--- src/rtl/fulladd_gate.sv ---
// fulladd_gate: ripple-carry adder built from gate-level full-adder cells,
// with a live combinational result and a 1-cycle registered copy.
module fulladd_gate #(
    parameter int unsigned WIDTH = 1
) (
    input  logic             clk,
    input  logic             rst_n,
    input  logic [WIDTH-1:0] a,
    input  logic [WIDTH-1:0] b,
    input  logic             cin,
    input  logic             in_valid,
    output logic [WIDTH-1:0] s,
    output logic             cout,
    output logic [WIDTH-1:0] s_q,
    output logic             cout_q,
    output logic             out_valid
);

    logic [WIDTH-1:0] s_d;
    logic             cout_d;
    logic             out_valid_d;

    // Ripple chain: each iteration is one full-adder cell fed by the previous carry
    always_comb begin
        logic carry;
        logic prop;
        carry = cin;
        prop  = 1'b0;
        s     = '0;
        for (int i = 0; i < int'(WIDTH); i++) begin
            prop  = a[i] ^ b[i];
            s[i]  = prop ^ carry;
            carry = (a[i] & b[i]) | (carry & prop);
        end
        cout = carry;
    end

    // Next-state for the output registers: capture on in_valid, otherwise hold
    always_comb begin
        s_d         = s_q;
        cout_d      = cout_q;
        out_valid_d = in_valid;
        if (in_valid) begin
            s_d    = s;
            cout_d = cout;
        end
    end

    // Output registers with synchronous active-low reset taking priority
    always_ff @(posedge clk) begin
        if (!rst_n) begin
            s_q       <= '0;
            cout_q    <= 1'b0;
            out_valid <= 1'b0;
        end else begin
            s_q       <= s_d;
            cout_q    <= cout_d;
            out_valid <= out_valid_d;
        end
    end

endmodule

--- config.mk ---
export PLATFORM = sky130hd
export DESIGN_NAME = fulladd_gate
export DESIGN_NICKNAME = d
export VERILOG_FILES = /design/src/rtl/fulladd_gate.sv
export SDC_FILE = /design/constraint.sdc
export NUM_CORES = 1
export LEC_CHECK = 0
export CORE_AREA = 2 2 39 41
export CTS_BUF_LIST = sky130_fd_sc_hd__clkbuf_8
export DETAILED_ROUTE_END_ITERATION = 6
export DIE_AREA = 0 0 41 43
export GPL_ROUTABILITY_DRIVEN = 0
export GPL_TIMING_DRIVEN = 0
export PLACE_DENSITY_LB_ADDON = 0.1
export SYNTH_ARGS = -nofsm -noshare
export SYNTH_HDL_FRONTEND = slang
export SYNTH_SLANG_ARGS = --single-unit
--- constraint.sdc ---
create_clock -name clk -period 1.1 [get_ports clk]
set_input_delay 0.22 -clock clk [delete_from_list [all_inputs] [get_ports clk]]
set_output_delay 0.22 -clock clk [all_outputs]
set_load 0.01 [all_outputs]
After elaboration in Yosys (flattened, before gate mapping)

Cells that the tools add are included.

Divide/modulo/power cells: 0
Muxes and demuxes: 0
Multipliers: 0
Reduce and logical (&&, ||, !) cells: 0
Bitwise gates (word level): 5
Magnitude comparators: 0
Add/subtract/negate cells: 0
Shift operators: 0
Equality and inequality tests: 0

Operator list:

| cell        | count |
|---|---|
| $and 1x1->1 | 2 |
| $xor 1x1->1 | 2 |
| $or 1x1->1  | 1 |

Flip-flop bits (word level): 3
Bits of input ports: 6
Bits in latches: 0
ROM bits: 0
Memories kept: 0
RAM bits: 0

Logic depth before layout (Yosys ltp)

Depth in word-level cells: 3
Depth in mapped cells: 3

Worst setup path after synthesis

Ideal clock, no wire load.

Path kind: in2reg
Start: input port a
End: register s_q
Data required time: 984 ps
Path slack: 39 ps
Arrival time: 945 ps
Buffers on the path: 0
Stages: 3
Library setup time: 116 ps
Cells stage by stage: fa_1 -> mux2i_1 -> nor2b_1

Word-level cells in the longest chain between the ends: 2

Ends and longest elaborated chain:

| what                   | RTL line | text |
|---|---|---|
| start: declaration     | 8        | `input logic [WIDTH-1:0] a,` |
| $xor 1x1->1            | 31       | `prop = a[i] ^ b[i];` |
| $xor 1x1->1            | 32       | `s[i] = prop ^ carry;` |
| end signal: assignment | 52       | `s_q <= '0;` |
| end signal: assignment | 56       | `s_q <= s_d;` |
| end: declaration       | 14       | `output logic [WIDTH-1:0] s_q,` |

No other way between the ends.
A chain may end at the register's enable or synchronous reset.

Worst setup path in the final report

Start: input port a
End: output port s

Word-level cells in the longest chain between the ends: 2

Ends and longest elaborated chain:

| what             | RTL line | text |
|---|---|---|
| $xor 1x1->1      | 31       |  |
| $xor 1x1->1      | 32       |  |
| end: declaration | 12       | `output logic [WIDTH-1:0] s,` |

No other way between the ends.

==> metrics.md <==
| Metric | Value |
|---|---|
| H-tree depth | 1 |
| Design Area, Final | 299.0 sq um |
| Die Area | roughly 1800 sq um |
| Clock latency on the worst-skew pair | about 210 ps |
| DR iter-0 viols | 1 |
| Mapped Area | 120.1 sq um |
| Yosys top cell by area | dfxtp_1 |
| Register area share after synthesis | 0.5000 |
| Syn avg cell area | roughly 13 sq um |
| Worst VDD drop | 0.0008659 V |
| CTS Hold Bufs | 0 |
| Min Tclk post-route | between 1000 and 1500 ps |
| Status | complete, but fails checks |
| Slew of the pin with the lowest slew margin | 139.0 ps |
| Total GRT Usage | 0.05416 |
| Post-DP Area | between 200 and 250 sq um |
| Net Count, Synth | 16 |
| Residual DRC | 0 |
| Synth warn | 0 |
| Cells after Synth | 9 |
| Worst Hold Depth | 2 |
| Post-synthesis register bit count | 3 |
| PnR worst setup slack | -109.2 ps |
| CTS Root Cell | clkbuf_8 |
| Pwr per Cell Area | approximately 1700 nW/um^2 |
| CTS clk-pin slew, worst paths | 30 ps |
| Wire per inst | 7.780 microns |
| Die Y | 43 microns |
| Area delta synth->final | 149.0% |
| Setup skew after layout | 0 ps |
| Synth top area share | 0.5000 |
| CTS tree | yes |
| Max cap viols | 0 |
| Top cells by area, synth | dfxtp_1, fa_1, mux2i_1, nor2b_1, and2_2 |
| I/O pins | 11 |
| FP Rows | 14 |
| Worst Path Arrival | 990 ps |
| Global route total overflow | 0 |
| DR vias | between 100 and 150 |
| Via density per instance | 2.951 |
| Hold Crit Class | reg2reg |
| First-pass GRT wire length | 496 microns |
| Clock sink total | 3 |
| Antenna Nets Post-Route | 0 |
| CP endpoint kind | primary output |
| Failing checks | setup timing |
| Critical-path maximum fanout | 2 |
| Antenna diodes | 0 |
| Total routed wirelength | 319 microns |
| Final slew viol count | 0 |
| Fmax | 827.0 MHz |
| Cell variety after synth | 5 |
| Cts bufs inserted | 3 |
| Share of cells above drive strength 1 | 0.4800 |
| Die width | between 40 and 50 microns |
| Max-slew headroom | 0.9047 |
| R2R depth | 2 |
| Final hold violation count | 0 |
| Setup CP Type | in2out |
| Final nets | 33 |
| Number of global-route vias before repair | 122 |
| Critical path required time | 880 ps |
| Final setup viols | 1 |
| Utilization after layout | 0.2161 |
| Startpoint Class | input pin |
| Initial antenna violation count | 0 |
| Initial Utilization | 0.08680 |
| First-pass DRT Iterations | 2 |
| Clk buf depth | 2 |
| Period Utilization, post-route | 1.099 |
| Largest net degree at the start of global routing | 4 |
| Leak pwr | 0.0001437 uW |
| PortBufs | 10 |
| RSZ-0062 raised after global routing | yes |
| Core Area | 1384 sq um |
kinds of logic after synthesis:
group / after synthesis / share of synthesized area
fa+ha+maj: 1 / 0.1667
flops: 3 / 0.5000
simple gates: 3 / 0.1667
mux: 2 / 0.1667
critical path, cell delays in order:
cell	delay (ps)
buf_6	90
fa_2	570
buf_6	100
what timing repair did:
action | 4_1_cts | 5_1_grt
resized for setup | 27 | 1
pin swaps | 1 | 1
setup endpoints to repair | 7 | 1
buffers inserted | 1 | 1
endpoints found under the hold margin | 0 | 0
synth_stat cells:
cell     n
and2_2   1
dfxtp_1  3
fa_1     1
mux2i_1  2
nor2b_1  2
routing by layer:
metal / up-vias / wire length (microns) / GRT usage
li1: 61 / - / -
met1: 52 / 134 / 0.04487
met2: 6 / 135 / 0.05000
met3: 2 / 40 / 0.06283
met4: 0 / 9 / 0.08000
met5: - / 0 / 0
sequential cells by signal, indices dropped and copies added (netlist names):
register and cells:
out_valid 1, cout_q 1, s_q 1
area by class of cell:
class	count	area, sq um
clock buffers	3	41.29
clock inverters	1	3.754
fillers	155	1085
multi-input cells	6	62.56
flip-flops and latches	3	60.06
well taps	16	20.02
repair buffers	12	111.4
layout by cell type (no fill, tap or decap):
master,count
and2_2,1
fa_2,1
buf_6,4
nor2b_1,2
inv_1,1
mux2i_1,2
dfxtp_1,3
clkdlybuf4s50_1,2
dlygate4sd2_1,3
buf_4,2
clkbuf_8,3
buf_2,1
per-stage QoR:
step / setup TNS (ps) / worst slack [ps] / power, uW / std cells / hold WS [ps]
after global placement: -2329 / -883.1 / 206.2 / 35 / 502.7
after floorplan: 0 / 38.56 / 151.3 / 9 / 348.2
after detailed placement: -2372 / -892.2 / 206.2 / 35 / 509.8
after global routing: -118.4 / -118.4 / 566.5 / 41 / 566.8
final: -109.2 / -109.2 / 523.0 / 41 / 511.7
after CTS: -118.9 / -118.9 / 526.9 / 40 / 508.5
power by group:
part | switching [uW] | internal (uW) | leakage [uW]
registers | 2.81 | 118 | 0.0000249
logic | 32.1 | 60.3 | 0.0000920
clock network | 72.7 | 238 | 0.0000269
worst paths after layout:
kind                                            end  slack, ps                 from
worst max-delay path                              s       -110                    a
worst min register to register  cout_q$_SDFFE_PN0P_        510  cout_q$_SDFFE_PN0P_
worst max register to register     s_q$_SDFFE_PN0P_        500     s_q$_SDFFE_PN0P_
worst min-delay path            cout_q$_SDFFE_PN0P_        510  cout_q$_SDFFE_PN0P_
(Power assumes the default switching activity.)
